<file path="config.mk">
export PLATFORM = sky130hd
export DESIGN_NAME = i2s_frame_scheduler
export DESIGN_NICKNAME = d
export VERILOG_FILES = /design/src/rtl/i2s_pkg.sv /design/src/rtl/i2s_frame_scheduler_accum.sv /design/src/rtl/i2s_frame_scheduler.sv
export SDC_FILE = /design/constraint.sdc
export NUM_CORES = 1
export LEC_CHECK = 0
export ABC_AREA = 1
export CAP_MARGIN = 10
export CORE_MARGIN = 4
export CORE_UTILIZATION = 44
export DETAILED_ROUTE_END_ITERATION = 8
export GPL_ROUTABILITY_DRIVEN = 0
export PLACE_DENSITY = 0.66
export SETUP_SLACK_MARGIN = 0.05
export SKIP_CTS_REPAIR_TIMING = 1
export SLEW_MARGIN = 0
export SYNTH_ARGS = -nofsm -noshare
export SYNTH_HDL_FRONTEND = slang
export SYNTH_SLANG_ARGS = --single-unit
</file>
<file path="constraint.sdc">
create_clock -name mclk_i -period 2.05 [get_ports mclk_i]
set_clock_uncertainty 0.1 [all_clocks]
set_input_delay 0.3075 -clock mclk_i [delete_from_list [all_inputs] [get_ports mclk_i]]
set_output_delay 0.3075 -clock mclk_i [all_outputs]
set_load 0.02 [all_outputs]
</file>
<file path="src/rtl/i2s_pkg.sv">
// Shared types and helpers for the I2S frame scheduler: FSM states,
// accumulator sizing and the final saturation step.
package i2s_pkg;

    typedef enum logic [1:0] {IDLE, SEL, WAIT, COMMIT} state_e;

    // One sign bit of headroom beyond the worst-case sum of all tracks.
    function automatic int acc_width(input int width, input int num_tracks);
        return width + $clog2(num_tracks) + 1;
    endfunction

    function automatic logic signed [63:0] sat_to_width(input logic signed [63:0] v,
                                                        input int w);
        logic signed [63:0] hi;
        logic signed [63:0] lo;
        hi = (64'sd1 <<< (w - 1)) - 64'sd1;
        lo = -(64'sd1 <<< (w - 1));
        if (v > hi)      return hi;
        else if (v < lo) return lo;
        else             return v;
    endfunction

endpackage

</file>
<file path="src/rtl/i2s_frame_scheduler_accum.sv">
// Left/right mixing accumulators: clear, add a stereo sample, and present
// the sums saturated to the sample width.
module stereo_sat_accum
    import i2s_pkg::*;
#(
    parameter int WIDTH      = 16,
    parameter int NUM_TRACKS = 4
) (
    input  logic                    clk_i,
    input  logic                    rst_i,
    input  logic                    clr_i,
    input  logic                    add_i,
    input  logic signed [WIDTH-1:0] add_l_i,
    input  logic signed [WIDTH-1:0] add_r_i,
    output logic signed [WIDTH-1:0] sat_l_o,
    output logic signed [WIDTH-1:0] sat_r_o
);
    localparam int AW = acc_width(WIDTH, NUM_TRACKS);

    logic signed [AW-1:0] acc_l_q, acc_r_q, acc_l_d, acc_r_d;

    always_comb begin
        acc_l_d = acc_l_q;
        acc_r_d = acc_r_q;
        if (clr_i) begin
            acc_l_d = '0;
            acc_r_d = '0;
        end else if (add_i) begin
            acc_l_d = acc_l_q + AW'(add_l_i);
            acc_r_d = acc_r_q + AW'(add_r_i);
        end
    end

    always_ff @(posedge clk_i) begin
        if (rst_i) begin
            acc_l_q <= '0;
            acc_r_q <= '0;
        end else begin
            acc_l_q <= acc_l_d;
            acc_r_q <= acc_r_d;
        end
    end

    assign sat_l_o = WIDTH'(sat_to_width(64'(acc_l_q), WIDTH));
    assign sat_r_o = WIDTH'(sat_to_width(64'(acc_r_q), WIDTH));

endmodule

</file>
<file path="src/rtl/i2s_frame_scheduler.sv">
// Once-per-frame sample fetch: on a ws rise, poll each unmuted track, mix
// with saturation and commit to the transmitter before the next ws fall.
module i2s_frame_scheduler
    import i2s_pkg::*;
#(
    parameter int  WIDTH      = 16,
    parameter int  NUM_TRACKS = 4,
    parameter int  TIMEOUT    = 32,
    localparam int TW         = (NUM_TRACKS > 1) ? $clog2(NUM_TRACKS) : 1
) (
    input  logic                    mclk_i,
    input  logic                    rst_i,
    input  logic                    ws_i,
    input  logic [NUM_TRACKS-1:0]   track_mute_i,
    output logic                    req_valid_o,
    output logic [TW-1:0]           req_track_o,
    input  logic                    rsp_valid_i,
    input  logic signed [WIDTH-1:0] rsp_l_i,
    input  logic signed [WIDTH-1:0] rsp_r_i,
    output logic signed [WIDTH-1:0] tx_data_l_o,
    output logic signed [WIDTH-1:0] tx_data_r_o,
    output logic                    frame_commit_o,
    output logic                    underrun_o,
    output logic                    late_o,
    output logic [15:0]             err_count_o
);
    localparam int TMW = $clog2(TIMEOUT + 1);

    state_e                  state_q;
    logic                    ws_q, tmo_flag_q;
    logic [TW-1:0]           idx_q;
    logic [TMW-1:0]          timer_q;
    logic                    req_valid_q, frame_commit_q, underrun_q, late_q;
    logic [TW-1:0]           req_track_q;
    logic signed [WIDTH-1:0] tx_l_q, tx_r_q, sat_l, sat_r;
    logic [15:0]             err_q, err_inc;
    logic                    rise, fall, last, acc_add;

    assign rise    = ws_i & ~ws_q;
    assign fall    = ~ws_i & ws_q;
    assign last    = (idx_q == TW'(NUM_TRACKS - 1));
    assign err_inc = (err_q == 16'hFFFF) ? err_q : err_q + 16'd1;
    // An abort in the same cycle as a response discards that response.
    assign acc_add = (state_q == WAIT) && rsp_valid_i && !rise && !fall;

    stereo_sat_accum #(.WIDTH(WIDTH), .NUM_TRACKS(NUM_TRACKS)) u_accum (
        .clk_i   (mclk_i),
        .rst_i   (rst_i),
        .clr_i   (rise),
        .add_i   (acc_add),
        .add_l_i (rsp_l_i),
        .add_r_i (rsp_r_i),
        .sat_l_o (sat_l),
        .sat_r_o (sat_r)
    );

    always_ff @(posedge mclk_i) begin
        if (rst_i) begin
            state_q        <= IDLE;
            ws_q           <= 1'b0;
            tmo_flag_q     <= 1'b0;
            idx_q          <= '0;
            timer_q        <= '0;
            req_valid_q    <= 1'b0;
            req_track_q    <= '0;
            tx_l_q         <= '0;
            tx_r_q         <= '0;
            frame_commit_q <= 1'b0;
            underrun_q     <= 1'b0;
            late_q         <= 1'b0;
            err_q          <= '0;
        end else begin
            ws_q           <= ws_i;
            frame_commit_q <= 1'b0;
            underrun_q     <= 1'b0;
            late_q         <= 1'b0;
            if (rise && state_q != IDLE) begin
                // Previous fetch missed its window; abandon it and restart.
                req_valid_q <= 1'b0;
                late_q      <= 1'b1;
                err_q       <= err_inc;
                idx_q       <= '0;
                tmo_flag_q  <= 1'b0;
                state_q     <= SEL;
            end else if (fall && (state_q == SEL || state_q == WAIT)) begin
                req_valid_q <= 1'b0;
                late_q      <= 1'b1;
                err_q       <= err_inc;
                state_q     <= IDLE;
            end else begin
                case (state_q)
                    IDLE: if (rise) begin
                        idx_q      <= '0;
                        tmo_flag_q <= 1'b0;
                        state_q    <= SEL;
                    end
                    SEL: if (track_mute_i[idx_q]) begin
                        if (last) state_q <= COMMIT;
                        else      idx_q   <= idx_q + 1'b1;
                    end else begin
                        req_valid_q <= 1'b1;
                        req_track_q <= idx_q;
                        timer_q     <= '0;
                        state_q     <= WAIT;
                    end
                    WAIT: if (rsp_valid_i || timer_q == TMW'(TIMEOUT - 1)) begin
                        req_valid_q <= 1'b0;
                        if (!rsp_valid_i) begin
                            tmo_flag_q <= 1'b1;
                            err_q      <= err_inc;
                        end
                        if (last) state_q <= COMMIT;
                        else begin
                            idx_q   <= idx_q + 1'b1;
                            state_q <= SEL;
                        end
                    end else begin
                        timer_q <= timer_q + 1'b1;
                    end
                    COMMIT: begin
                        tx_l_q         <= sat_l;
                        tx_r_q         <= sat_r;
                        frame_commit_q <= 1'b1;
                        underrun_q     <= tmo_flag_q;
                        state_q        <= IDLE;
                    end
                    default: state_q <= IDLE;
                endcase
            end
        end
    end

    assign req_valid_o    = req_valid_q;
    assign req_track_o    = req_track_q;
    assign tx_data_l_o    = tx_l_q;
    assign tx_data_r_o    = tx_r_q;
    assign frame_commit_o = frame_commit_q;
    assign underrun_o     = underrun_q;
    assign late_o         = late_q;
    assign err_count_o    = err_q;

endmodule
</file>
==> metrics.txt <==
Post-Syn Area 6760 um2; library cells used by synthesis 41; Arrival @ worst endpoint 2060 ps; Starting Density 0.446; DR DRC count 0; largest net degree at the start of global routing 37; initial antenna violation count 0; Async S/R FF share, synth 0; CP startpoint kind primary input; Detailed Route Iter0 Violations 373; Setup CP Type in -> reg; clock sink count 104; Die X-Extent 132 um; TritonCTS clock tree yes; Critical Path Sink u_accum.acc_r_q[14]; Pre-antenna DRT Iters 5; Ys Warns 0; PortBufs 93; Slew HR 0.578; crit path from rsp_r_i[0]; Worst-Margin Slew 633 ps; CTS buffer count 9; most common cell after layout, fill and taps aside nand2_1; global-route wire length before repair 29800 um; peak supply drop 0.000411 V; worst min-delay path category in -> reg; final hold violations 0; clock-pin slew on the worst setup and hold paths 70 ps; CTS root buffer clkbuf_16; critical path's top delay family adder cells; area grow syn2layout 32.2%; P_leak 0.00416 uW; fin util 0.590; Power Density 630 nW/um2; fraction of layout cells with a size suffix above 1 0.153; mux share of post-synthesis cell area 0; Pins Over Slew Limit 0; Simple-Gate Fraction of Synth Area 0.300; die footprint 17400 um2; site row count 45; min Tclk post-route 1900 ps; most frequent cells in the layout 268 x nand2_1, 118 x inv_1, 102 x dfxtp_1; max_cap viols 0; FF-to-FF setup slack 200 ps; Yosys reg bits 104; # IOs 94; complex-gate fraction of the synthesized area 0.171; maximum root-to-sink buffer count 2; CP most frequent cell nand2_1; Final ANT Viol Nets 0; hpwl dp 13800 um; Synth Area in XOR/XNOR 0.0415; crit path buf inv count 3; critical path endpoint category flip-flop; unrepaired setup endpoints after global routing no; max incr delay on CP 410 ps; core footprint 15100 um2; crit path max fanout 3; Die Height 132 um; critical-path cell list clkdlybuf4s50_1 -> ha_2 -> fa_2 -> buf_4 -> nand3_1 -> nand3_2 -> nand2_1 -> nand2_1 -> nand2_1 -> nand3_1 -> nand2_1 -> inv_1; gr ovfl total 0; H-tree level count 3; TNS Setup 0 ps; f_max 0.527 GHz; Seq/Total Area, Yosys 0.308; Worst Path Required 2210 ps; Avg Cell Area, Syn 6.72 um2; WL/cell 13.0 um; gr usage total 0.205; Synth Net Count 1092; number of synthesized flops with an enable pin 0; final setup fails 0; Post-Route WL 17800 um; Gate Count Post-Synth 1006; Synth Area in Adders 0.0874; vias in the first global route 6257; largest family of logic cells by synthesized area simple AND/OR/NAND/NOR gates; vias per cell 4.99; period utilization 0.925; reg2reg end u_accum.acc_r_q[14]; vias 6820; Nets 1261; CP max stage cell clkdlybuf4s50_1; status completed; R2R cell count 11; antenna cells 0; worst reg2reg startpoint u_accum.acc_r_q[0]; Crit path depth 12; clock latency on the worst-skew pair 360 ps; dominant synthesized flop cell dfxtp_1
==> metal layers <==
layer  wire length [um]  GRT usage
met1               8890      0.279
met2               8030      0.331
met3                601     0.0344
met4                269     0.0642
met5                  0          0
==> cell usage after synthesis, types with 2 or more instances <==
library cell  instances  share of area
xnor2_1              11          0.014
nand3_1              81          0.060
dfxtp_1             104           0.31
o21ai_1              22          0.016
nor3b_1               2         0.0022
a21oi_2              10          0.013
nand4_1               5         0.0046
inv_2                 4         0.0022
a21oi_4               2         0.0048
nor3_1               10         0.0074
o211ai_1              5         0.0056
o21a_1               17          0.019
nand2_4               4         0.0067
buf_4                 3         0.0033
inv_1               122          0.068
o21bai_1              8         0.0089
clkbuf_1             11         0.0061
nand2_2              10         0.0093
inv_4                 2         0.0019
nand2_1             273           0.15
xor2_1               21          0.027
nor2_2                3         0.0028
fa_1                  2         0.0059
o21ai_0              44          0.033
a21oi_1              89          0.066
and2_1                4         0.0037
ha_1                 44          0.081
nor2_1               73          0.041
buf_2                 8         0.0059
==> worst min-delay path by stage <==
stage          startpoint          to  slack (ps)  cells after the start
2_1_floorplan  tmo_flag_q  underrun_o         320                      2
3_3_place_gp   tmo_flag_q  underrun_o         340                      2
3_5_place_dp   tmo_flag_q  underrun_o         350                      2
4_1_cts             rst_i        ws_q         190                      2
5_1_grt             rst_i        ws_q         200                      2
6_report            rst_i        ws_q         200                      2
==> kinds of logic after synthesis <==
kind of cell / after synthesis
adder cells (fa/ha/maj): 46
AO/OA/AOI/OAI: 201
buffers and inverters: 153
flip-flops: 104
AND/OR/NAND/NOR: 470
XOR/XNOR: 32
==> where the power goes <==
part | switching, uW | leakage [uW] | internal, uW
sequential | 87.4 | 0.000840 | 2130
combinational | 947 | 0.00318 | 677
clock | 822 | 0.000144 | 962
==> worst reg2reg max path, stage by stage, from the launching register on <==
cell and delay [ps]:
dfxtp_1 330, ha_2 200, fa_2 400, buf_4 150
nand3_1 90, nand3_2 130, nand2_1 110, nand2_1 50
nand2_1 50, nand3_1 60, nand2_1 60, inv_1 30
==> final cells by class <==
| cell class | instances | area [um2] |
|---|---|---|
| clock buffers | 9 | 225 |
| clock inverters | 7 | 78.8 |
| fillers | 1448 | 6210 |
| inverters | 128 | 485 |
| multi-input cells | 749 | 4150 |
| flip-flops and latches | 104 | 2080 |
| well taps | 188 | 235 |
| repair buffers | 183 | 1670 |
==> sequential cells by signal, summed over array words and instances, names as in the netlist, 2 cells and up <==
signal           cells
tx_data_r_o         16
u_accum.acc_r_q     19
err_count_o         16
u_accum.acc_l_q     19
tx_data_l_o         16
idx_q                2
req_track_o          2
state_q              2
timer_q              6
==> through the flow <==
stage / total power [uW] / cells / instance area, um2 / setup slack (ps) / hold slack, ps
after floorplan: 3250 / 1006 / 6760 / 171 / 323
after global placement: 3840 / 1351 / 8510 / -267 / 342
after detailed placement: 3850 / 1351 / 8510 / -329 / 349
after CTS: 5640 / 1367 / 8820 / 29.5 / 188
after global routing: 5960 / 1368 / 8930 / 44.3 / 198
final: 5620 / 1368 / 8930 / 154 / 200
Note: power is estimated with default switching activity, not from simulation.
